==> src/rtl/dmem_responder_pkg.sv <==
// y86_mem_pkg: shared definitions for the Y86 data-memory responder.
//   - dmr_state_t   : responder FSM states (IDLE, ACCESS, DRAIN, DONE)
//   - QWORD_BYTES   : bytes per Y86 quadword transfer
//   - DEFAULT_MEM_AW: default byte-address width of the backing RAM
package y86_mem_pkg;

  localparam int unsigned QWORD_BYTES    = 8;
  localparam int unsigned DEFAULT_MEM_AW = 12;

  typedef enum logic [1:0] {
    DMR_IDLE   = 2'd0,
    DMR_ACCESS = 2'd1,
    DMR_DRAIN  = 2'd2,
    DMR_DONE   = 2'd3
  } dmr_state_t;

endpackage

==> src/rtl/dmem_responder_if.sv <==
// dmem_responder_if: quadword data-memory handshake between the microcoded
// control unit / datapath (master) and the memory responder (slave).
//   dmem_read/dmem_write : request strobes, held until DMemReady
//   dmem_addr            : quadword byte address (valE)
//   dmem_wdata           : write data (valA)
//   dmem_rdata           : read result (valM)
//   DMemReady            : one-cycle completion pulse
//   dmem_error           : request rejected, valid with DMemReady
interface dmem_responder_if;

  logic        dmem_read;
  logic        dmem_write;
  logic [63:0] dmem_addr;
  logic [63:0] dmem_wdata;
  logic [63:0] dmem_rdata;
  logic        DMemReady;
  logic        dmem_error;

  modport master (
    output dmem_read, dmem_write, dmem_addr, dmem_wdata,
    input  dmem_rdata, DMemReady, dmem_error
  );

  modport slave (
    input  dmem_read, dmem_write, dmem_addr, dmem_wdata,
    output dmem_rdata, DMemReady, dmem_error
  );

endinterface

==> src/rtl/dmem_responder.sv <==
// dmem_responder: performs one 64-bit little-endian quadword read or write
// as eight sequential byte accesses on a byte-wide synchronous RAM
// (1-cycle read latency), then pulses DMemReady for one cycle.
// Ports:
//   clk, reset  : clock, synchronous active-high reset
//   bus (slave) : quadword request/response handshake
//   mem_addr    : RAM byte address
//   mem_wdata   : RAM write byte
//   mem_we      : RAM write enable
//   mem_rdata   : RAM read byte, valid one cycle after mem_addr
// All outputs are registered.
module dmem_responder
  import y86_mem_pkg::*;
#(
  parameter int unsigned MEM_AW    = DEFAULT_MEM_AW,
  parameter int unsigned MEM_BYTES = 2 ** DEFAULT_MEM_AW
) (
  input  logic              clk,
  input  logic              reset,
  dmem_responder_if.slave   bus,
  output logic [MEM_AW-1:0] mem_addr,
  output logic [7:0]        mem_wdata,
  output logic              mem_we,
  input  logic [7:0]        mem_rdata
);

  localparam logic [64:0] LAST_BYTE = 65'(MEM_BYTES) - 65'd1;
  localparam logic [64:0] QW_SPAN   = 65'(QWORD_BYTES - 1);
  localparam logic [2:0]  LAST_IDX  = 3'(QWORD_BYTES - 1);

  dmr_state_t  state;
  logic [2:0]  idx;
  logic        is_write;
  // Byte 0 goes straight to mem_wdata on acceptance; only bytes 1..7 are kept.
  logic [55:0] wdata_hi;

  logic        req_bad;
  logic [2:0]  idx_prev;

  always_comb begin
    // 65-bit sum so addresses near 2**64 cannot wrap past the range check.
    req_bad  = (bus.dmem_read && bus.dmem_write) ||
               (({1'b0, bus.dmem_addr} + QW_SPAN) > LAST_BYTE);
    idx_prev = idx - 3'd1;
  end

  always_ff @(posedge clk) begin
    if (reset) begin
      state          <= DMR_IDLE;
      idx            <= '0;
      is_write       <= 1'b0;
      wdata_hi       <= '0;
      mem_addr       <= '0;
      mem_wdata      <= '0;
      mem_we         <= 1'b0;
      bus.dmem_rdata <= '0;
      bus.DMemReady  <= 1'b0;
      bus.dmem_error <= 1'b0;
    end else begin
      case (state)
        DMR_IDLE: begin
          if (bus.dmem_read || bus.dmem_write) begin
            if (req_bad) begin
              state          <= DMR_DONE;
              bus.DMemReady  <= 1'b1;
              bus.dmem_error <= 1'b1;
            end else begin
              state    <= DMR_ACCESS;
              idx      <= '0;
              is_write <= bus.dmem_write;
              wdata_hi <= bus.dmem_wdata[63:8];
              mem_addr <= bus.dmem_addr[MEM_AW-1:0];
              mem_we   <= bus.dmem_write;
              if (bus.dmem_write) begin
                mem_wdata <= bus.dmem_wdata[7:0];
              end
            end
          end
        end

        DMR_ACCESS: begin
          // RAM returns the byte addressed in the previous cycle.
          if (!is_write && idx != 3'd0) begin
            bus.dmem_rdata[{idx_prev, 3'b000} +: 8] <= mem_rdata;
          end
          if (idx == LAST_IDX) begin
            mem_we <= 1'b0;
            if (is_write) begin
              state         <= DMR_DONE;
              bus.DMemReady <= 1'b1;
            end else begin
              state <= DMR_DRAIN;
            end
          end else begin
            idx      <= idx + 3'd1;
            mem_addr <= mem_addr + MEM_AW'(1);
            if (is_write) begin
              // wdata_hi byte k holds quadword byte k+1.
              mem_wdata <= wdata_hi[{idx, 3'b000} +: 8];
            end
          end
        end

        DMR_DRAIN: begin
          bus.dmem_rdata[63:56] <= mem_rdata;
          state                 <= DMR_DONE;
          bus.DMemReady         <= 1'b1;
        end

        DMR_DONE: begin
          bus.DMemReady  <= 1'b0;
          bus.dmem_error <= 1'b0;
          state          <= DMR_IDLE;
        end

        default: state <= DMR_IDLE;
      endcase
    end
  end

endmodule

==> src/flat_wrapper.sv <==
// flat-port wrapper written by rule: the top's interface ports become plain ports
module dmem_responder_flat import y86_mem_pkg::*;
#(
  parameter int unsigned MEM_AW    = DEFAULT_MEM_AW,
  parameter int unsigned MEM_BYTES = 2 ** DEFAULT_MEM_AW
)
  (clk, reset, mem_addr, mem_wdata, mem_we, mem_rdata, bus_dmem_read, bus_dmem_write, bus_dmem_addr, bus_dmem_wdata, bus_dmem_rdata, bus_DMemReady, bus_dmem_error);
  dmem_responder_if bus_i ();
  input  logic clk;
  input  logic reset;
  output logic [MEM_AW-1:0] mem_addr;
  output logic [7:0] mem_wdata;
  output logic mem_we;
  input  logic [7:0] mem_rdata;
  input wire logic [$bits(bus_i.dmem_read)-1:0] bus_dmem_read;
  input wire logic [$bits(bus_i.dmem_write)-1:0] bus_dmem_write;
  input wire logic [$bits(bus_i.dmem_addr)-1:0] bus_dmem_addr;
  input wire logic [$bits(bus_i.dmem_wdata)-1:0] bus_dmem_wdata;
  output wire logic [$bits(bus_i.dmem_rdata)-1:0] bus_dmem_rdata;
  output wire logic [$bits(bus_i.DMemReady)-1:0] bus_DMemReady;
  output wire logic [$bits(bus_i.dmem_error)-1:0] bus_dmem_error;
  assign bus_i.dmem_read = bus_dmem_read;
  assign bus_i.dmem_write = bus_dmem_write;
  assign bus_i.dmem_addr = bus_dmem_addr;
  assign bus_i.dmem_wdata = bus_dmem_wdata;
  assign bus_dmem_rdata = bus_i.dmem_rdata;
  assign bus_DMemReady = bus_i.DMemReady;
  assign bus_dmem_error = bus_i.dmem_error;
  dmem_responder #(.MEM_AW(MEM_AW), .MEM_BYTES(MEM_BYTES)) u_core (.clk(clk), .reset(reset), .bus(bus_i), .mem_addr(mem_addr), .mem_wdata(mem_wdata), .mem_we(mem_we), .mem_rdata(mem_rdata));
endmodule
==> config.mk <==
export PLATFORM = sky130hd
export DESIGN_NAME = dmem_responder_flat
export DESIGN_NICKNAME = d
export VERILOG_FILES = /design/src/rtl/dmem_responder_pkg.sv /design/src/rtl/dmem_responder_if.sv /design/src/rtl/dmem_responder.sv /design/src/flat_wrapper.sv
export SDC_FILE = /design/constraint.sdc
export NUM_CORES = 1
export LEC_CHECK = 0
export ABC_CLOCK_PERIOD_IN_PS = 8600
export CAP_MARGIN = 20
export CELL_PAD_IN_SITES_DETAIL_PLACEMENT = 1
export CELL_PAD_IN_SITES_GLOBAL_PLACEMENT = 1
export CORE_MARGIN = 4
export CORE_UTILIZATION = 52
export CTS_BUF_LIST = sky130_fd_sc_hd__clkbuf_4
export DETAILED_ROUTE_END_ITERATION = 7
export DONT_BUFFER_PORTS = 1
export GPL_TIMING_DRIVEN = 0
export PLACE_DENSITY_LB_ADDON = 0.1
export SLEW_MARGIN = 0
export SYNTH_ARGS = -nofsm -noshare
export SYNTH_HDL_FRONTEND = slang
export SYNTH_SLANG_ARGS = --single-unit
==> constraint.sdc <==
create_clock -name clk -period 8.6 [get_ports clk]
set_input_delay 1.72 -clock clk [delete_from_list [all_inputs] [get_ports clk]]
set_output_delay 1.72 -clock clk [all_outputs]
set_load 0.01 [all_outputs]
Word level (Yosys, flattened, before mapping)
Index checks and enable logic that the tools add are counted.
Word-level totals
  register bits: 149
  input bits: 140
  logic and storage cells: 84
Operators by class
  $add $sub $neg: 5
  magnitude comparators: 1
  equality and inequality tests: 12
  shift-type cells: 3
  multiplexer cells: 32
  bitwise operators: 1
  reduce and logical (&&, ||, !) cells: 19
Operators with widths (count)
  64-bit by 3-bit adder with 65-bit output (second input constant): 1
  65-bit by 12-bit > comparator with 1-bit output (second input constant): 1
  64-bit bitwise mux: 1
  64-bit 2-to-1 mux: 1
  8-bit by 8-bit variable shift with 64-bit output (first input constant): 1
  8-bit by 8-bit indexed part select with 64-bit output: 1
  56-bit by 7-bit indexed part select with 8-bit output: 1
  8-bit 2-to-1 mux: 5
  12-bit 2-to-1 mux: 3
  8-bit case mux with 2 select lines: 2
  12-bit case mux with 2 select lines: 1
  12-bit by 1-bit adder with 12-bit output (second input constant): 1
  4-bit AND reduction: 3
  2-bit by 1-bit != test with 1-bit output (second input constant): 5
  3-bit 2-to-1 mux: 3
  1-bit 2-to-1 mux: 8
  6-bit negation with 8-bit output: 1
  2-bit case mux with 4 select lines: 1
  2-bit 2-to-1 mux: 3
  2-bit != test (second input constant): 3
  3-bit case mux with 2 select lines: 1
  2-bit AND reduction: 3
  3-bit AND reduction: 2
  6-bit AND reduction: 1
  14 further kinds: 20

Longest topological paths before layout
Gate-level depths: netlist of run 1.
  depth in word-level cells: 6
  gate-level depth with buffers: 16

Worst setup path before layout of run 1
Ideal clock, no wire load.
  path type: in2reg
  from: input bus_dmem_addr[0]
  to: register u_core.wdata_hi[15]
  library setup time: 128 ps
  arrival time: 4749 ps
  required time: 8472 ps
  setup slack: 3724 ps
  stages: 15
  buffers on the path: 4
  path through: inv_1 > ha_1 > nor2b_1 > clkbuf_1 > or3_1 > clkbuf_1 > or4_4 > o21a_1 > or4_4 > nor3_4 > nand3_1 > buf_6 > buf_6 > mux2i_1 > nor2_1
On the way
  longest elaborated chain between the ends: 5
Ends and longest elaborated chain
  from (decl): RTL line flat_wrapper.sv:17  | input wire logic [$bits(bus_i.dmem_addr)-1:0] bus_dmem_addr;
  64-bit by 3-bit adder with 65-bit output: RTL line dmem_responder.sv:43  | (({1'b0, bus.dmem_addr} + QW_SPAN) > LAST_BYTE);
  65-bit by 12-bit > comparator with 1-bit output: RTL line dmem_responder.sv:43
  1-bit logical OR: RTL line dmem_responder.sv:42  | req_bad = (bus.dmem_read && bus.dmem_write) ||
  1-bit NOT (no line)
  3-bit AND reduction (no line)
  to (signal assigned): RTL line dmem_responder.sv:71  | wdata_hi <= bus.dmem_wdata[63:8];
  to (decl): RTL line dmem_responder.sv:35  | logic [55:0] wdata_hi;
Every way passes these cells.
A chain may end at the register's enable or synchronous reset.

Final worst setup path of run 1
  from: input bus_dmem_addr[13]
  to: register u_core.wdata_hi[32]
The elaborated chain is that of the path after synthesis.

==> results of run 1 <==
==> layout make-up <==
type / count / area [um^2]
Tap cell: 216 / 270
Buffer: 56 / 258
Sequential cell: 149 / 2980
Clock inverter: 13 / 195
Inverter: 37 / 139
Fill cell: 2039 / 6870
Clock buffer: 18 / 135
Multi-Input combinational cell: 822 / 5090
==> cells by family after synthesis <==
family,share of synthesized area [%]
xor gates and xnor gates,2.17
and+or+nand+nor,27.5
buffers and inverters,4.68
muxes,13.1
adders and majority gates,2.22
AOI/OAI and AO/OA,15.2
DFF,35.2
==> flip-flops by register name (all words and copies together) (netlist names) <==
| signal | flops |
|---|---|
| u_core.bus.DMemReady | 1 |
| u_core.bus.dmem_error | 1 |
| u_core.bus.dmem_rdata | 64 |
| u_core.idx | 3 |
| u_core.is_write | 1 |
| u_core.mem_addr | 12 |
| u_core.mem_wdata | 8 |
| u_core.mem_we | 1 |
| u_core.state | 2 |
| u_core.wdata_hi | 56 |
==> metal layers <==
layer / track usage (%) / vias up / wire length, um
met5: 0 / - / 0
met4: 10.2 / 0 / 694
met3: 8.21 / 59 / 2270
met2: 53.5 / 276 / 14200
met1: 37.1 / 3974 / 11400
li1: - / 3865 / -
==> layout by cell type (no fill, tap or decap), types with 22 or more instances in the layout <==
master | netlist | layout
inv_1 | 37 | 37
o21ai_0 | 34 | 34
clkbuf_1 | 42 | 42
nand3_1 | 43 | 43
a21oi_1 | 78 | 78
nor4_1 | 22 | 22
nand4_1 | 33 | 33
nor3_1 | 29 | 29
mux2i_1 | 87 | 87
o211ai_1 | 22 | 22
nor2_1 | 198 | 198
dfxtp_1 | 149 | 149
nand2_1 | 82 | 82
==> stage by stage <==
stage               cells  cell area, um^2
floorplan            1064             8470
global placement     1280             8740
detailed placement   1280             8740
CTS                  1311             9070
global route         1311             9070
finish               1311             9070
==> worst max-delay path, stage by stage <==
cell	delay [ns]
clkbuf_2	0.16
nand4_1	0.21
nor4_1	0.78
nand4_1	0.37
nor4_1	0.33
xor2_1	0.13
or4_1	0.67
nor3_4	0.30
nand3_1	0.20
buf_6	0.23
buf_6	0.17
mux2i_1	0.23
nor2_1	0.08
==> power by group through the flow <==
stage / Sequential [mW] / Clock, mW / Combinational, mW
3_3_place_gp: 0.794 / 0 / 0.340
3_5_place_dp: 0.796 / 0 / 0.353
4_1_cts: 0.781 / 0.523 / 0.356
6_report: 0.780 / 0.515 / 0.358
5_1_grt: 0.785 / 0.555 / 0.402
2_1_floorplan: 0.781 / 0 / 0.261
==> worst max path at each step <==
stage | to | startpoint | slack [ns]
floorplan | u_core.wdata_hi[15]$_SDFFE_PP0P_ | bus_dmem_addr[0] | 3.72
global placement | u_core.mem_addr[3]$_SDFFE_PP0P_ | bus_dmem_addr[13] | 3.09
detailed placement | u_core.wdata_hi[32]$_SDFFE_PP0P_ | bus_dmem_addr[13] | 2.98
CTS | u_core.wdata_hi[32]$_SDFFE_PP0P_ | bus_dmem_addr[13] | 3.55
global route | u_core.wdata_hi[32]$_SDFFE_PP0P_ | bus_dmem_addr[13] | 3.31
finish | u_core.wdata_hi[32]$_SDFFE_PP0P_ | bus_dmem_addr[13] | 3.46
==> results.toml, run 1 <==
[detailed_routing]
routed_via_density = 6.23
drt-initial-drc-count = 488
antenna_left = 0
post_drt_wl_per_cell_um = 21.8
dr.pass1.iters = 6
drc = 0
vias = 8174
wl_um = 28600

[critical_path]
r2r_slack_ns = 3.94
required_ns = 9.05
r2r_start = "u_core.idx[0]$_SDFFE_PP0P_"
r2r_end = "u_core.bus.dmem_rdata[62]$_SDFFE_PP0P_"
reg2regPathDepth = 15
cp-start-kind = "primary input"
crit_type = "primary input to flip-flop"
critPathMaxFanout = 10
cp-end-kind = "flip-flop"
cp.arrival_ns = 5.58

[worst_hold_path]
min_from = "u_core.mem_wdata[1]$_SDFFE_PP0P_"
holdPathStages = 2
min_to = "u_core.mem_wdata[1]$_SDFFE_PP0P_"
hold_class = "flip-flop to flip-flop"

[place]
gp_congestion = 0.955
dpl.hpwl_um = 22300
io_buffers = 0
dp_slack_ns = 2.98

[synthesis]
synthCells = 1064
synthTopCellsByArea = "dfxtp_1, mux2i_1, nor2_1, a21oi_1, nand2_1"
synth_seq_area_share_pct = 35.2
synth.top_cells.by_count = "nor2_1, dfxtp_1, mux2i_1"
syn-num-nets = 1219
yosys_warnings = 0
yosys.area.top_type_share_pct = 35.2
synth_flop_cell = "dfxtp_1"
synth_most_common_cell = "nor2_1"
yosys.area.top_type = "dfxtp_1"
synth_seq_cells = 149
synth_edf_count = 0
yosys.cell_types.count = 68
ys_async_sr_fraction_pct = 0
syn_area_per_cell_um2 = 7.96
synth_area_mm2 = 0.00847

[clock_network]
root_buffer = "clkbuf_4"
cts_resized = 0
clock-sinks = 149
hold_buffers = 0
clk_pin_slew_ns = 0.15
cts_tree = "built"
clk_path_buf_depth = 2
htree_levels = 4
clk-insertion-delay-late_ns = 0.59
postCtsSetupBuffers = 0
cts-buffers-inserted = 17

[layout]
antenna_cells = 0
nNetsFinal = 1238
final_layout_size_suffix_gt1_share_pct = 6.03
fin_util_pct = 56.9
areaGrowthSynthToFinish_pct = 7.09

[die]
start_util_pct = 53.1
coreArea_mm2 = 0.0159
row_count = 46
io_pins = 227
fp.dieW_um = 136
die_area_mm2 = 0.0184
fp.dieH_um = 136

[timing]
rsz0062_at_grt = "false"
hold_viol = 0
period_share_pct = 59.7
setup_ws_ns = 3.46
final-setup-viol-count = 0
max_freq_ghz = 0.195
hold_ws_ns = 0.506
min_period_ns = 5.14
slew_viol_final = 0
worst_pin_slew_ns = 0.838
relSlewSlack_pct = 43.6
setup_tns_ns = 0
finClkSkew_ns = 0.0362

[global_route]
grt_pass1_vias = 8542
antenna_found_initial = 0
grt_first_pass_wirelength_um = 45200
overflow = 0
grt_max_degree = 17
grt_usage_pct = 30.8

[pwr]
power.switching_mw = 0.575
power_density_mw_per_mm2 = 182
irDropWorstVdd_mv = 0.102
intPower_mw = 1.08
clkPwrFrac_pct = 31.2
swShare_pct = 34.8
power_frac_seq_pct = 47.2
p_total_mw = 1.65
p_comb_share_pct = 21.7
leakagePower_nw = 3.52

[flow_run]
cap_violations = 0

[run_status]
status = "finished, final reports clean"
Power figures use the tool's default switching activity.
==> inputs of run 2 (changes only) <==
--- a/config.mk
+++ b/config.mk
@@ -5,12 +5,12 @@
 export SDC_FILE = /design/constraint.sdc
 export NUM_CORES = 1
 export LEC_CHECK = 0
-export ABC_CLOCK_PERIOD_IN_PS = 8600
+export ABC_CLOCK_PERIOD_IN_PS = 4790
 export CAP_MARGIN = 20
 export CELL_PAD_IN_SITES_DETAIL_PLACEMENT = 1
 export CELL_PAD_IN_SITES_GLOBAL_PLACEMENT = 1
 export CORE_MARGIN = 4
-export CORE_UTILIZATION = 52
+export CORE_UTILIZATION = 48
 export CTS_BUF_LIST = sky130_fd_sc_hd__clkbuf_4
 export DETAILED_ROUTE_END_ITERATION = 7
 export DONT_BUFFER_PORTS = 1
==> constraint.sdc (replaced) <==
create_clock -name clk -period 4.79 [get_ports clk]
set_input_delay 0.958 -clock clk [delete_from_list [all_inputs] [get_ports clk]]
set_output_delay 0.958 -clock clk [all_outputs]
set_load 0.01 [all_outputs]
==> results.toml, run 2 (synthesis results as in run 1) <==
[run_status]
status = "finished, final reports clean"

[detailed_routing]
antenna_left = 0
vias = 8040
post_drt_wl_per_cell_um = 21.4
routed_via_density = 6.08
drc = 0
wl_um = 28300
drt-initial-drc-count = 332
dr.pass1.iters = 5

[place]
gp_congestion = 0.907
dpl.hpwl_um = 22100
dp_slack_ns = -0.0148
io_buffers = 0
dp.cells = 1289
place_area_mm2 = 0.00875

[timing]
rsz0062_at_grt = "false"
period_share_pct = 88.1
relSlewSlack_pct = 49.2
slew_viol_final = 0
min_period_ns = 4.22
setup_tns_ns = 0
final-setup-viol-count = 0
setup_ws_ns = 0.570
max_freq_ghz = 0.237
finClkSkew_ns = 0.0233
hold_viol = 0
worst_pin_slew_ns = 0.756

[critical_path]
critPathMaxFanout = 10
r2r_slack_ns = 0.76
required_ns = 5.24
r2r_start = "u_core.idx[0]$_SDFFE_PP0P_"
crit_path_end = "u_core.wdata_hi[32]$_SDFFE_PP0P_"
crit_chain = "inv_1 > ha_1 > nor2b_1 > clkbuf_1 > nor3_1 > nand3_1 > a211o_1 > o31a_1 > or4_4 > nor3_4 > nand3_1 > buf_6 > buf_6 > mux2i_1 > nor2_1"
reg2regPathDepth = 14
cp.arrival_ns = 4.67
crit_path_start = "bus_dmem_addr[0]"
slowest_delay_ns = 0.61
cp-end-kind = "flip-flop"
r2r_end = "u_core.bus.dmem_rdata[62]$_SDFFE_PP0P_"
cp_slowest_cell = "nor3_1"
cp-start-kind = "primary input"
crit_type = "primary input to flip-flop"

[clock_network]
clk_path_buf_depth = 2
htree_levels = 4
cts-buffers-inserted = 17
clk-insertion-delay-late_ns = 0.59
cts_tree = "built"
hold_buffers = 0
clk_pin_slew_ns = 0.16
clock-sinks = 149
root_buffer = "clkbuf_4"

[pwr]
power.switching_mw = 1.05
p_total_mw = 2.83
swShare_pct = 37.0
leakagePower_nw = 3.50
power_frac_seq_pct = 49.5
p_comb_share_pct = 22.5
power_density_mw_per_mm2 = 313
clkPwrFrac_pct = 28.0
intPower_mw = 1.78
irDropWorstVdd_mv = 0.171

[layout]
largest_register_ffs = 64
final_cell_mix = "nor2_1, dfxtp_1, mux2i_1"
reg_top3 = "u_core.bus.dmem_rdata x64, u_core.wdata_hi x56, u_core.mem_addr x12"
nNetsFinal = 1238
final_area_mm2 = 0.00903
final_cells = 1323
layout_commonest_cell = "nor2_1"
top_register = "u_core.bus.dmem_rdata"
final_layout_size_suffix_gt1_share_pct = 6.20
areaGrowthSynthToFinish_pct = 6.60

[global_route]
grt_first_pass_wirelength_um = 45000
antenna_found_initial = 1
grt_usage_pct = 28.1
overflow = 0
grt_pass1_vias = 8357
grt_max_degree = 17

[die]
row_count = 48
start_util_pct = 49.0
die_area_mm2 = 0.0198
fp.dieW_um = 141
coreArea_mm2 = 0.0173
io_pins = 227
fp.dieH_um = 141

[worst_hold_path]
hold_class = "flip-flop to flip-flop"

[flow_run]
cap_violations = 0
## run 2: changes by cell type in the layout (fill, tap and decap cells not counted), sizes merged
cell	previous run	this run
clkinv	2	5
bufinv	4	1
buf	13	12
diode	0	2
inv	43	45
## run 2: metrics by stage
stage	util [%]	hold slack (ns)
floorplan	-	0.458
global placement	50.6	0.471
detailed placement	50.6	0.483
CTS	52.2	0.473
global route	52.2	0.469
finish	52.2	0.503
## run 2: final cells by class
class / instances / area [um^2]
inverter: 37 / 139
clock inverter: 15 / 143
tap: 225 / 282
sequential: 149 / 2980
clock buffer: 17 / 128
multi-input combinational: 822 / 5090
fill: 2184 / 8260
buffer: 56 / 260
antenna: 2 / 5.00
## run 2: routing by layer
metal  GRT usage [%]  wire (um)  up-vias
li1                -          -     3871
met1            34.6      11800     3903
met2            47.2      13500      220
met3            8.92       2260       46
met4            8.36        598        0
met5               0          0        -
## run 2: power by group through the flow
stage / combinational [mW] / sequential [mW] / clock, mW
3_5_place_dp: 0.632 / 1.43 / 0
2_1_floorplan: 0.469 / 1.40 / 0
5_1_grt: 0.716 / 1.41 / 0.862
6_report: 0.637 / 1.40 / 0.791
3_3_place_gp: 0.617 / 1.43 / 0
4_1_cts: 0.635 / 1.40 / 0.807
## run 2: worst min-delay path by stage
stage / start / endpoint / depth (start not counted)
floorplan: u_core.wdata_hi[16]$_SDFFE_PP0P_ / u_core.wdata_hi[16]$_SDFFE_PP0P_ / 2
CTS: bus_dmem_wdata[23] / u_core.wdata_hi[15]$_SDFFE_PP0P_ / 2
global route: bus_dmem_wdata[41] / u_core.wdata_hi[33]$_SDFFE_PP0P_ / 2
detailed placement: u_core.wdata_hi[14]$_SDFFE_PP0P_ / u_core.wdata_hi[14]$_SDFFE_PP0P_ / 2
finish: u_core.mem_wdata[3]$_SDFFE_PP0P_ / u_core.mem_wdata[3]$_SDFFE_PP0P_ / 2
global placement: u_core.wdata_hi[6]$_SDFFE_PP0P_ / u_core.wdata_hi[6]$_SDFFE_PP0P_ / 2
## run 2: worst max-delay path: cells and delay by family
| family | cells | cell delay, ns |
|---|---|---|
| AOI/OAI and AO/OA | 2 | 0.47 |
| adders and majority gates | 1 | 0.24 |
| buffers and inverters | 4 | 0.63 |
| muxes | 1 | 0.17 |
| and+or+nand+nor | 7 | 2.21 |
## run 2: repair_timing
action	in CTS	in global routing
endpoints found under the setup margin	0	40
buffers inserted	0	0
gates resized for setup	0	3
hold endpoints to repair	0	0
